## src/rtl/lcd_seq_counter.sv

```systemverilog
// lcd_seq_counter: ROM address sequencer for LCD init/refresh tables.
// One-shot or looping walk from 0 to last_addr, stepped by tick.
module lcd_seq_counter #(
  parameter int N          = 3,
  parameter int AUTO_START = 1,
  parameter int LW         = 4
) (
  input  logic          clk,
  input  logic          rst,
  input  logic          tick,
  input  logic          start,
  input  logic          abort,
  input  logic          mode,
  input  logic [N-1:0]  last_addr,
  output logic [N-1:0]  addr,
  output logic          busy,
  output logic          done,
  output logic          seq_end,
  output logic [LW-1:0] loop_cnt
);
  typedef enum logic [1:0] {IDLE, RUN, DONE} state_t;
  localparam state_t RST_ST = (AUTO_START != 0) ? RUN : IDLE;
  state_t        r_state, w_state_nx;
  logic [N-1:0]  r_addr, w_addr_nx;
  logic [LW-1:0] r_loop, w_loop_nx;
  logic          r_end, w_end_nx, w_term;
  always_ff @(posedge clk or posedge rst) begin
    if (rst) begin
      r_state <= RST_ST;
      r_addr  <= '0;
      r_loop  <= '0;
      r_end   <= 1'b0;
    end else begin
      r_state <= w_state_nx;
      r_addr  <= w_addr_nx;
      r_loop  <= w_loop_nx;
      r_end   <= w_end_nx;
    end
  end
  // >= rather than == so a last_addr lowered below addr terminates instead of overrunning
  assign w_term = r_addr >= last_addr;
  always_comb begin
    w_state_nx = r_state;
    w_addr_nx  = r_addr;
    w_loop_nx  = r_loop;
    w_end_nx   = 1'b0;
    if (abort) begin
      w_state_nx = IDLE;
    end else if (start) begin
      w_state_nx = RUN;
      w_addr_nx  = '0;
      w_loop_nx  = '0;
    end else if (r_state == RUN && tick) begin
      w_end_nx   = w_term;
      w_addr_nx  = !w_term ? r_addr + 1'b1 : mode ? '0 : r_addr;
      w_state_nx = (w_term && !mode) ? DONE : RUN;
      w_loop_nx  = (w_term && mode && !(&r_loop)) ? r_loop + 1'b1 : r_loop;
    end
  end
  assign addr     = r_addr;
  assign loop_cnt = r_loop;
  assign seq_end  = r_end;
  assign busy     = r_state == RUN;
  assign done     = r_state == DONE;
endmodule

```

## config.mk

```make
export PLATFORM = sky130hd
export DESIGN_NAME = lcd_seq_counter
export DESIGN_NICKNAME = d
export VERILOG_FILES = /design/src/rtl/lcd_seq_counter.sv
export SDC_FILE = /design/constraint.sdc
export NUM_CORES = 1
export LEC_CHECK = 0
export ABC_CLOCK_PERIOD_IN_PS = 1940
export CAP_MARGIN = 25
export CORE_UTILIZATION = 44
export CTS_CLUSTER_SIZE = 8
export DETAILED_ROUTE_END_ITERATION = 10
export PLACE_DENSITY = 0.76
export SYNTH_ARGS = -nofsm -noshare
export SYNTH_HDL_FRONTEND = slang
export SYNTH_SLANG_ARGS = --single-unit
export TNS_END_PERCENT = 10
```

## constraint.sdc

```tcl
create_clock -name clk -period 1.94 [get_ports clk]
set_input_delay 0.485 -clock clk [delete_from_list [all_inputs] [get_ports clk]]
set_output_delay 0.485 -clock clk [all_outputs]
set_load 0.02 [all_outputs]
```

==> summary.txt, run 1 <==
Die
  – Total Die Area: roughly 1600 sq um
  – Standard-cell rows: 13
  – Core ar.: 1320 sq um
  – Effective utilization at floorplan: 47.8%
  – Number of placed I/O pins: 19
  – Die boundary width: about 40 microns
  – Die outline height: approximately 40 microns

Power and ir drop
  – Maximum VDD drop: a little over 0.8 mV
  – Total leakage power: roughly 0.49 nW
  – Comb power frac: 55.7%
  – Pint: between 700 and 800 uW
  – Seq pwr share: 29.5%
  – P_sw: 473 uW
  – Pwr/cell area: roughly 1300 nW/um^2
  – Fraction of power spent switching nets: 37.4%
  – Clk network pwr share: around 15%

Layout
  – Diodes inserted: 0
  – Post-synthesis to final-layout area growth: 55.9%
  – Count of filler cells inserted in the layout: 100
  – Footprint of the multi-input gates: 362 sq um
  – Footprint of the flip-flops and latches: 251 sq um
  – Non-filler instance count after layout: 118
  – Final nets: between 100 and 150
  – Share of layout cells above drive strength 1: 24.3%

Synth
  – Combinational family with the most area after synthesis: simple AND/OR/NAND/NOR gates
  – Fraction of synthesis flops using an asynchronous set or reset pin: 100%
  – Synth Register Bits: 10
  – Xor/xnor share of the synthesized area: 0%
  – Leading cell types by total area after synthesis: sky130_fd_sc_hd__dfrtp_1 36%, sky130_fd_sc_hd__ha_1 9.9%, sky130_fd_sc_hd__inv_1 4.8%, sky130_fd_sc_hd__dfstp_2 4.2%, sky130_fd_sc_hd__o21ai_0 4.0%
  – Simple-gate share of the synthesized area: 22.5%
  – Post-synth EDFFs: 0
  – Cell area after synthesis: 629 sq um
  – Post-synth top area cell: sky130_fd_sc_hd__dfrtp_1
  – Share of the synthesized area in compound gates (AO/OA/AOI/OAI): between 10% and 20%
  – Number of synthesis warnings: 0
  – Share of cell area taken by muxes after synthesis: 3.18%
  – Portion of synthesized cell area occupied by the leading cell type: 35.8%
  – Synth unique cells: 28
  – Top post-synthesis cells by count: 9 x sky130_fd_sc_hd__dfrtp_1, 8 x sky130_fd_sc_hd__inv_1, 6 x sky130_fd_sc_hd__nand2_1
  – Dominant synthesized flop cell: sky130_fd_sc_hd__dfrtp_1
  – Share of the yosys chip area belonging to registers: 40.0%
  – Adder and majority gate portion of the synthesized area: 9.94%
  – Average size of a mapped cell: about 9.1 sq um
  – Synthesized netlist cell count: 69
  – Most common cell in the synthesized netlist: sky130_fd_sc_hd__dfrtp_1
  – Synthesized Nets: 83

Status
  – Result of the run: complete, no violations

Route
  – Vias: 635
  – Vias per Instance: 5.38
  – Post-route antenna net violation count: 0
  – Router iterations before antenna repair: 5
  – Average wire per standard cell: 12.5 microns
  – Violation count after the first detailed-routing iteration: 9
  – Final Routed Wirelength: between 1000 and 1500 microns
  – DRC violations left: 0

Timing
  – Final critical-path setup slack: 0.0906 ns
  – Max-slew headroom: 73.1%
  – Clock period minus final worst setup slack: between 1.5 and 2 ns
  – Number of failing setup endpoints in the final timing report: 0
  – RSZ-0062 raised after global routing: no
  – Achievable frequency: 0.541 GHz
  – Slew @ Worst Pin: ~0.4 ns
  – Max Clock Skew: 0.00196 ns
  – Final worst-path cycle share: 95.3%
  – Number of hold violations in the final report: 0
  – Number of pins with negative max-slew slack in the final report: 0
  – Final-layout setup total negative slack: 0 ns

Worst setup path
  – Setup crit end kind: output port
  – Worst-case register-to-register setup slack: 0.13 ns
  – Critical path's slowest cell: sky130_fd_sc_hd__clkdlybuf4s50_1
  – Family of cells with the greatest summed delay on the critical path: buffers and inverters
  – Worst Setup Path Type: reg -> out
  – Cell count along the critical path: 1
  – Critical Path AT: about 1.4 ns
  – Startpoint class of the critical path: flip-flop
  – Worst path buffer plus inverter count: 1
  – Critical Path RT: 1.45 ns
  – Delay of the slowest cell on the worst path: between 0.6 and 0.7 ns
  – Length in cells of the worst reg-to-reg path: 10
  – Largest fanout on the critical path: 5
  – Crit path cell chain: clkdlybuf4s50_1

GRT
  – Sum of overflow across all layers after global routing: 0
  – Global-route wire length before repair: 2270 microns
  – Via count of the first global-routing pass: 568
  – Largest net degree at the start of global routing: 11
  – Antenna violations before repair: 0
  – Global Route Usage Sum: 22.3%

Placed design
  – Final weighted congestion in routability-driven placement: 0.746
  – Minimum setup slack after placement: -0.379 ns
  – # port buffers: 18
  – Detail Placement HPWL: 1090 microns
  – Total instance count after detailed placement: 107

Clock network
  – Clock transition time at the flip-flop clock pins of the worst setup and hold paths: 0.07 ns
  – Insertion delay to the later sink of the worst-skew pair: 0.26 ns
  – Clock buffer count from CTS: 3
  – Longest Clk Path Bufs: 2
  – TritonCTS sink count: 10
  – Number of levels the H-tree was split into: 1
  – Clock tree from TritonCTS: done
  – Cell at the root of the clock tree: sky130_fd_sc_hd__clkbuf_4

Hold path
  – Kind of path behind the tightest hold check: in -> async

Flow run
  – Max-cap violations: 0
[state kept, by name, summed over array words and instances, names as in the netlist]
register	count
r_state	2
loop_cnt	4
seq_end	1
addr	3
[power groups by stage]
stage / clock, mW / combinational [mW] / sequential, mW
after floorplan: 0 / 0.253 / 0.441
final: 0.187 / 0.704 / 0.373
after CTS: 0.191 / 0.676 / 0.377
after detailed placement: 0 / 0.579 / 0.374
after global placement: 0 / 0.569 / 0.371
after global routing: 0.198 / 0.775 / 0.387
[placed cells by master, fill, tap and decap left out, drive strengths merged]
cell / Yosys / routed
a21o: 1 / 1
a21oi: 4 / 4
a22oi: 2 / 2
a31oi: 1 / 1
a32o: 1 / 1
and2: 1 / 1
and2b: 1 / 1
and3b: 1 / 1
buf: 2 / 14
clkbuf: 0 / 4
clkdlybuf4s50: 0 / 13
dfrtp: 9 / 9
dfstp: 1 / 1
dlygate4sd2: 0 / 4
dlymetal6s2s: 0 / 1
ha: 5 / 5
inv: 8 / 8
mux2i: 2 / 2
nand2: 6 / 6
nand2b: 3 / 3
nand3: 3 / 3
nand4b: 1 / 1
nor2: 1 / 1
nor2b: 2 / 2
nor3: 3 / 3
o21a: 1 / 1
o21ai: 6 / 6
o31ai: 1 / 1
o41ai: 1 / 1
or4: 2 / 2
[final timing paths]
| check | to | from |
|---|---|---|
| min in group clk | r_state[0]$_DFFE_PP1P_ | r_state[0]$_DFFE_PP1P_ |
| max | addr[2] | addr[2]$_DFFE_PP0P_ |
| max reg2reg | loop_cnt[3]$_DFFE_PP0P_ | addr[0]$_DFFE_PP0P_ |
| min | loop_cnt[2]$_DFFE_PP0P_ | rst |
| max in group asynchronous | r_state[0]$_DFFE_PP1P_ | rst |
| min reg2reg | r_state[0]$_DFFE_PP1P_ | r_state[0]$_DFFE_PP1P_ |
[layer usage]
metal / vias to the layer above / track usage, % / wire length, microns
met5: - / 0 / 0
met4: 0 / 13.8 / 27
met3: 4 / 5.11 / 49
met2: 17 / 37.3 / 716
met1: 300 / 25.0 / 680
li1: 314 / - / -
[per-stage QoR]
stage                     area, sq um  hold WS [ns]  power (mW)  util [%]
after floorplan                   629         0.324       0.695         -
after global placement            871         0.492       0.940      66.1
after detailed placement          871         0.498       0.953      66.1
after CTS                         960         0.503        1.24      72.8
after global routing              981         0.526        1.36      74.5
final                             981         0.499        1.26      74.5
[layout make-up]
| class | count | share of cell area, % |
|---|---|---|
| timing repair buffer | 32 | 28.8 |
| tap | 15 | 1.91 |
| sequential | 10 | 25.6 |
| clock buffer | 4 | 3.70 |
| multi-input combinational | 49 | 36.9 |
| inverter | 8 | 3.06 |
[cells by family after synthesis]
| logic type | after synthesis |
|---|---|
| AOI/OAI and AO/OA | 18 |
| adders and majority gates | 5 |
| buffers and inverters | 10 |
| DFF | 10 |
| muxes | 2 |
| and+or+nand+nor | 24 |
[repair_timing]
item	4_1_cts	5_1_grt
pin swaps	5	1
gates resized for setup	7	2
hold buffers	0	0
cloned	0	0
setup buffers	5	2
endpoints found under the setup margin	5	2
Note: power is estimated with default switching activity, not from simulation.
==> run 2: changes to the inputs <==
Settings changed: ABC_CLOCK_PERIOD_IN_PS 1940 to 1500, CORE_UTILIZATION 44 to 40, PLACE_DENSITY 0.76 to 0.73.
Clock period 1.94 ns to 1.5 ns, I/O delays scaled along.
==> summary.txt, run 2 (synthesized netlist as in run 1, its figures left out) <==
Layout
  – Count of filler cells inserted in the layout: 98 (was 100)
  – Post-synthesis to final-layout area growth: 62.6% (was 55.9%)
  – Final nets: 123 (was 118)
  – Diodes inserted: 0 (unchanged)
  – Footprint of the flip-flops and latches: 254 sq um (was 251 sq um)
  – Commonest non-fill, non-tap cell in the layout: sky130_fd_sc_hd__buf_4 (unchanged)
  – Share of layout cells above drive strength 1: 38.9% (was 24.3%)
  – Most frequent cells in the layout: 18 x sky130_fd_sc_hd__buf_4, 7 x sky130_fd_sc_hd__dfrtp_1, 6 x sky130_fd_sc_hd__inv_1, 6 x sky130_fd_sc_hd__nand2_1, 6 x sky130_fd_sc_hd__dlygate4sd2_1 (was 14 x sky130_fd_sc_hd__buf_4, 13 x sky130_fd_sc_hd__clkdlybuf4s50_1, 9 x sky130_fd_sc_hd__dfrtp_1)
  – Footprint of the multi-input gates: 390 sq um (was 362 sq um)
  – Non-filler instance count after layout: 123 (was 118)
  – Flip-flop count of the largest register, all copies and words added: 4 (unchanged)

Route
  – Final Routed Wirelength: 1650 microns (was 1470 microns)
  – Routed wire length on met2: 830 microns (was 716 microns)
  – Vias: 638 (was 635)
  – Average wire per standard cell: 13.4 microns (was 12.5 microns)
  – Top layer in use: met4 (unchanged)
  – Router iterations before antenna repair: 4 (was 5)
  – Violation count after the first detailed-routing iteration: 12 (was 9)
  – Post-route antenna net violation count: 0 (unchanged)
  – Met3 WL: 58 microns (was 49 microns)
  – Vias per Instance: 5.19 (was 5.38)
  – DRC violations left: 0 (unchanged)
  – Routed metal-1 wirelength: 735 microns (was 680 microns)

Worst setup path
  – Length in cells of the worst reg-to-reg path: 8 (was 10)
  – Startpoint class of the critical path: flip-flop (unchanged)
  – Worst-case register-to-register setup slack: -0.27 ns (was 0.13 ns)
  – Setup crit end kind: flip-flop (was output port)
  – Worst Setup Path Type: reg -> reg (was reg -> out)
  – Startpoint of the worst-slack reg-to-reg timing path: addr[2]$_DFFE_PP0P_ (was addr[0]$_DFFE_PP0P_)
  – Critical Path AT: 1.96 ns (was 1.36 ns)
  – Largest fanout on the critical path: 5 (unchanged)
  – Family of cells with the greatest summed delay on the critical path: compound AO/OA/AOI/OAI gates (was buffers and inverters)
  – Worst path buffer plus inverter count: 2 (was 1)
  – Delay of the slowest cell on the worst path: 0.43 ns (was 0.64 ns)
  – Critical path's slowest cell: sky130_fd_sc_hd__dfrtp_2 (was sky130_fd_sc_hd__clkdlybuf4s50_1)
  – Worst reg2reg endpoint: addr[2]$_DFFE_PP0P_ (was loop_cnt[3]$_DFFE_PP0P_)
  – Crit path cell chain: ha_4, a21o_1, a31oi_1, buf_4, buf_6, mux2i_1, a22oi_1, o21ai_1 (was clkdlybuf4s50_1)
  – Critical Path RT: 1.69 ns (was 1.45 ns)

Placed design
  – Total instance count after detailed placement: 116 (was 107)
  – # port buffers: 18 (unchanged)
  – Detail Placement HPWL: 1210 microns (was 1090 microns)
  – Final weighted congestion in routability-driven placement: 0.750 (was 0.746)

Timing
  – Slew @ Worst Pin: 0.411 ns (was 0.403 ns)
  – Number of hold violations in the final report: 0 (unchanged)
  – Final worst-path cycle share: 118%
  – Worst hold slack across all endpoints: 0.387 ns (was 0.499 ns)
  – Achievable frequency: 0.566 GHz
  – Final critical-path setup slack: -0.268 ns (was 0.0906 ns)
  – Clock period minus final worst setup slack: between 1.5 and 2 ns
  – Max Clock Skew: 0.00440 ns (was 0.00196 ns)
  – Number of failing setup endpoints in the final timing report: 10 (was 0)
  – Number of pins with negative max-slew slack in the final report: 0 (unchanged)
  – Max-slew headroom: 72.6% (was 73.1%)
  – RSZ-0062 raised after global routing: yes (was no)

Clock network
  – Insertion delay to the later sink of the worst-skew pair: 0.27 ns (was 0.26 ns)
  – Clock tree from TritonCTS: done (unchanged)
  – Longest Clk Path Bufs: 2 (unchanged)
  – Number of levels the H-tree was split into: 1 (unchanged)
  – Clock transition time at the flip-flop clock pins of the worst setup and hold paths: 0.08 ns (was 0.07 ns)
  – TritonCTS sink count: 10 (unchanged)
  – Clock buffer count from CTS: 3 (unchanged)
  – Cell at the root of the clock tree: sky130_fd_sc_hd__clkbuf_4 (unchanged)

Power and ir drop
  – Clk network pwr share: 14.5% (was 14.8%)
  – Maximum VDD drop: 1.06 mV (was 0.808 mV)
  – Total leakage power: 0.515 nW (was 0.489 nW)
  – Pwr/cell area: 1700 nW/um^2 (was 1290 nW/um^2)
  – Seq pwr share: 25.1% (was 29.5%)
  – Comb power frac: 60.5% (was 55.7%)
  – Pint: 1.06 mW (was 792 uW)
  – Fraction of power spent switching nets: 39.2% (was 37.4%)
  – P_sw: 682 uW (was 473 uW)

GRT
  – Global-route wire length before repair: 2760 microns (was 2270 microns)
  – Largest net degree at the start of global routing: 11 (unchanged)
  – Via count of the first global-routing pass: 668 (was 568)
  – Sum of overflow across all layers after global routing: 0 (unchanged)
  – Global Route Usage Sum: 20.8% (was 22.3%)
  – Antenna violations before repair: 0 (unchanged)

Die
  – Die boundary width: 41.7 microns (was 39.8 microns)
  – Number of placed I/O pins: 19 (unchanged)
  – Total Die Area: 1740 sq um (was 1590 sq um)
  – Effective utilization at floorplan: 45.5% (was 47.8%)
  – Die outline height: 41.7 microns (was 39.8 microns)
  – Core ar.: 1380 sq um (was 1320 sq um)
  – Standard-cell rows: 13 (unchanged)

Status
  – Failing checks: negative setup slack
  – Result of the run: complete, but fails checks (was complete, no violations)

Flow run
  – Max-cap violations: 0 (unchanged)

Hold path
  – Kind of path behind the tightest hold check: in -> async (unchanged)
==> run 2: cell types whose count changed in the layout (fill, tap and decap cells not counted), sizes merged <==
cell	previous run	this run
dlymetal6s2s	1	0
clkdlybuf4s50	13	5
dlygate4sd2	4	6
clkdlybuf4s15	0	2
buf	14	22
clkbuf	4	6
==> run 2: worst max path at each step <==
stage | start | to | slack [ns] | depth (start not counted)
floorplan | addr[0]$_DFFE_PP0P_ | loop_cnt[3]$_DFFE_PP0P_ | -0.28 | 8
global placement | last_addr[2] | loop_cnt[3]$_DFFE_PP0P_ | -0.66 | 9
detailed placement | last_addr[2] | loop_cnt[3]$_DFFE_PP0P_ | -0.73 | 9
CTS | addr[2]$_DFFE_PP0P_ | loop_cnt[3]$_DFFE_PP0P_ | -0.31 | 7
global route | addr[0]$_DFFE_PP0P_ | loop_cnt[3]$_DFFE_PP0P_ | -0.35 | 8
finish | addr[2]$_DFFE_PP0P_ | addr[2]$_DFFE_PP0P_ | -0.27 | 8
==> run 2: stage by stage <==
stage | worst slack, ns | util, % | cell area [sq um] | setup TNS, ns | total power [mW]
after floorplan | -0.275 | - | 634 | -1.09 | 0.915
final | -0.268 | 74.0 | 1020 | -1.58 | 1.74
after global placement | -0.659 | 68.1 | 941 | -5.76 | 1.34
after global routing | -0.352 | 74.0 | 1020 | -2.27 | 1.86
after detailed placement | -0.732 | 68.1 | 941 | -6.34 | 1.38
after CTS | -0.313 | 74.1 | 1020 | -1.71 | 1.70
==> run 2: final cells by class <==
cell class,count,share of cell area [%]
Tap cell,15,1.83
Multi-Input combinational cell,49,38.1
Sequential cell,10,24.8
Clock buffer,4,3.55
Inverter,8,2.93
Timing Repair Buffer,37,28.7
==> run 2: worst reg2reg max path, delay by kind of cell (launching register included) <==
family	cells	cell delay, ns
fa+ha+maj	1	0.25
mux	1	0.20
compound gates	4	0.55
buf+inv	2	0.26
flops	1	0.43
==> run 2: routing by layer <==
layer | track usage (%) | up-vias
li1 | - | 323
met1 | 22.3 | 291
met2 | 39.1 | 20
met3 | 2.61 | 4
met4 | 11.0 | 0
met5 | 0 | -
==> run 2: power groups by stage <==
stage / logic [mW] / clock network [mW] / registers, mW
CTS: 1.02 / 0.248 / 0.435
floorplan: 0.339 / 0 / 0.576
global route: 1.13 / 0.266 / 0.455
finish: 1.05 / 0.251 / 0.436
detailed placement: 0.946 / 0 / 0.433
global placement: 0.915 / 0 / 0.426
==> run 2: what timing repair did <==
action / 4_1_cts / 5_1_grt
hold buffers: 0 / 0
pin swaps: 5 / 8
setup buffers: 3 / 0
endpoints found under the hold margin: 0 / 0
endpoints found under the setup margin: 20 / 16
gates resized for setup: 29 / 11
==> run 3: changes to the inputs <==
Settings changed: MAX_ROUTING_LAYER from default to met4, SKIP_LAST_GASP from default to 1.
==> summary.txt, run 3 (synthesized netlist as in run 1, its figures left out) <==
Worst setup path
  – End point of the critical path: addr[2]$_DFFE_PP0P_ (unchanged)
  – Length in cells of the worst reg-to-reg path: 8 (unchanged)
  – Critical path's slowest cell: sky130_fd_sc_hd__dfrtp_2 (unchanged)
  – Worst-case register-to-register setup slack: -0.27 ns (about the same)
  – Worst Setup Path Type: reg -> reg (unchanged)
  – Family of cells with the greatest summed delay on the critical path: compound AO/OA/AOI/OAI gates (unchanged)
  – Critical path's most frequent cell: sky130_fd_sc_hd__buf_4
  – Delay of the slowest cell on the worst path: 0.43 ns (about the same)
  – Largest fanout on the critical path: 5 (unchanged)
  – Critical Path RT: 1.69 ns (about the same)
  – Startpoint of the worst-slack reg-to-reg timing path: addr[2]$_DFFE_PP0P_ (unchanged)
  – Setup crit end kind: flip-flop (unchanged)
  – Crit path cell chain: ha_4, a21o_1, a31oi_1, buf_4, buf_4, mux2i_1, a22oi_1, o21ai_1 (was ha_4, a21o_1, a31oi_1, buf_4, buf_6, mux2i_1, a22oi_1, o21ai_1)
  – Worst path buffer plus inverter count: 2 (unchanged)
  – Startpoint class of the critical path: flip-flop (unchanged)
  – Critical Path AT: 1.96 ns (about the same)
  – Critical path origin: addr[2]$_DFFE_PP0P_ (unchanged)
  – Worst reg2reg endpoint: addr[2]$_DFFE_PP0P_ (unchanged)
  – Cell count along the critical path: 8 (unchanged)

Route
  – Post-route antenna net violation count: 0 (unchanged)
  – DRC violations left: 0 (unchanged)
  – Final Routed Wirelength: 1610 microns (was 1650 microns)
  – Vias per Instance: 5.23 (was 5.19)
  – Vias: 643 (was 638)
  – Router iterations before antenna repair: 4 (unchanged)
  – Average wire per standard cell: 13.1 microns (was 13.4 microns)
  – Violation count after the first detailed-routing iteration: 5 (was 12)

Flow run
  – Max-cap violations: 0 (unchanged)

Power and ir drop
  – Comb power frac: 61.5% (was 60.5%)
  – Pint: 1.11 mW (was 1.06 mW)
  – Total leakage power: 0.498 nW (was 0.515 nW)
  – Seq pwr share: 24.5% (was 25.1%)
  – Post-route total power: 1.78 mW (was 1.74 mW)
  – P_sw: 671 uW (was 682 uW)
  – Maximum VDD drop: 1.11 mV (was 1.06 mV)
  – Fraction of power spent switching nets: 37.7% (was 39.2%)
  – Clk network pwr share: 14.0% (was 14.5%)
  – Pwr/cell area: 1710 nW/um^2 (was 1700 nW/um^2)

Clock network
  – TritonCTS sink count: 10 (unchanged)
  – Number of levels the H-tree was split into: 1 (unchanged)
  – Longest Clk Path Bufs: 2 (unchanged)
  – Cell at the root of the clock tree: sky130_fd_sc_hd__clkbuf_4 (unchanged)
  – Clock buffer count from CTS: 3 (unchanged)
  – Insertion delay to the later sink of the worst-skew pair: 0.26 ns (was 0.27 ns)
  – Clock transition time at the flip-flop clock pins of the worst setup and hold paths: 0.08 ns (about the same)
  – Clock tree from TritonCTS: done (unchanged)

Placed design
  – Final weighted congestion in routability-driven placement: 0.760 (was 0.750)
  – Total placed instance area: 941 sq um (unchanged)
  – # port buffers: 18 (unchanged)
  – Detail Placement HPWL: 1210 microns (unchanged)
  – Minimum setup slack after placement: -0.732 ns (unchanged)

Die
  – Number of placed I/O pins: 19 (unchanged)
  – Effective utilization at floorplan: 45.5% (unchanged)
  – Total Die Area: 1740 sq um (unchanged)
  – Die boundary width: 41.7 microns (unchanged)
  – Standard-cell rows: 13 (unchanged)
  – Die outline height: 41.7 microns (unchanged)
  – Core ar.: 1380 sq um (unchanged)

Layout
  – Post-synthesis to final-layout area growth: 65.0% (was 62.6%)
  – Final Util: 75.1% (was 74.0%)
  – Count of filler cells inserted in the layout: 96 (was 98)
  – Flip-flop count of the largest register, all copies and words added: 4 (unchanged)
  – Footprint of the flip-flops and latches: 254 sq um (unchanged)
  – Most frequent cells in the layout: 19 x sky130_fd_sc_hd__buf_4, 14 x sky130_fd_sc_hd__clkdlybuf4s50_1, 7 x sky130_fd_sc_hd__dfrtp_1 (was 18 x sky130_fd_sc_hd__buf_4, 7 x sky130_fd_sc_hd__dfrtp_1, 6 x sky130_fd_sc_hd__inv_1, 6 x sky130_fd_sc_hd__nand2_1, 6 x sky130_fd_sc_hd__dlygate4sd2_1)
  – Final design instance area without fill: 1040 sq um (was 1020 sq um)
  – Share of layout cells above drive strength 1: 31.5% (was 38.9%)
  – Final nets: 123 (unchanged)
  – Footprint of the multi-input gates: 382 sq um (was 390 sq um)
  – Commonest non-fill, non-tap cell in the layout: sky130_fd_sc_hd__buf_4 (unchanged)
  – Diodes inserted: 0 (unchanged)

Timing
  – Number of failing setup endpoints in the final timing report: 20 (was 10)
  – Clock period minus final worst setup slack: 1.77 ns (about the same)
  – Number of pins with negative max-slew slack in the final report: 0 (unchanged)
  – Slew @ Worst Pin: 0.435 ns (was 0.411 ns)
  – Number of hold violations in the final report: 0 (unchanged)
  – Max-slew headroom: 70.7% (was 72.6%)
  – Achievable frequency: 0.565 GHz (was 0.566 GHz)
  – Final worst-path cycle share: 118% (about the same)
  – RSZ-0062 raised after global routing: yes (unchanged)
  – Final critical-path setup slack: -0.269 ns (was -0.268 ns)
  – Worst hold slack across all endpoints: 0.389 ns (was 0.387 ns)
  – Max Clock Skew: 0.00467 ns (was 0.00440 ns)

GRT
  – Antenna violations before repair: 0 (unchanged)
  – Via count of the first global-routing pass: 664 (was 668)
  – Global-route wire length before repair: 2720 microns (was 2760 microns)
  – Largest net degree at the start of global routing: 11 (unchanged)
  – Global Route Usage Sum: 21.1% (was 20.8%)
  – Sum of overflow across all layers after global routing: 0 (unchanged)

Status
  – Failing checks: negative setup slack (unchanged)
  – Result of the run: complete, but fails checks (unchanged)

Hold path
  – Kind of path behind the tightest hold check: in -> async (unchanged)
==> run 3: cell count changes in the layout (fill, tap and decap cells not counted), sizes merged <==
cell	delta
clkdlybuf4s50	+9
buf	-3
clkbuf	-2
dlygate4sd2	-2
clkdlybuf4s15	-2
==> run 3: repair_timing <==
item / in CTS / in global routing
buffers inserted: 3 / 0
hold buffers: 0 / 0
resized for setup: 8 / 5
endpoints found under the setup margin: 20 / 20
pin swaps: 5 / 3
==> run 3: stage by stage <==
step	setup TNS, ns	instances
final	-3.71	123
after global routing	-4.99	123
after CTS	-3.91	123
after detailed placement	-6.34	116
after global placement	-5.76	116
after floorplan	-1.09	69
==> run 3: worst min-delay path by stage <==
stage | startpoint | to | slack (ns) | cells past startpoint
3_5_place_dp | r_state[0]$_DFFE_PP1P_ | r_state[0]$_DFFE_PP1P_ | 0.50 | 2
6_report | rst | seq_end$_DFF_PP0_ | 0.39 | 2
3_3_place_gp | r_state[0]$_DFFE_PP1P_ | r_state[0]$_DFFE_PP1P_ | 0.50 | 2
2_1_floorplan | rst | addr[1]$_DFFE_PP0P_ | 0.21 | 1
5_1_grt | rst | seq_end$_DFF_PP0_ | 0.44 | 2
4_1_cts | rst | seq_end$_DFF_PP0_ | 0.40 | 2
==> run 3: power by group through the flow <==
stage	clock, mW	combinational [mW]	sequential [mW]
after detailed placement	0	0.946	0.433
after global routing	0.266	1.18	0.455
after floorplan	0	0.339	0.576
final	0.249	1.09	0.436
after global placement	0	0.915	0.426
after CTS	0.248	1.06	0.436
==> run 3: layout make-up <==
class                   count  share of cell area (%)
multi-input cells          49                    36.7
repair buffers             37                    30.6
flip-flops and latches     10                    24.5
clock buffers               4                    3.49
inverters                   8                    2.89
well taps                  15                    1.81
==> run 3: per-layer routing <==
layer  part of all wire [%]  global-route usage (%)  vias up
met3                    4.3                    2.61        4
met4                    1.9                    11.0        0
met1                     43                    21.7      299
met5                      0                       -        -
li1                       -                       -      326
met2                     51                    38.8       14
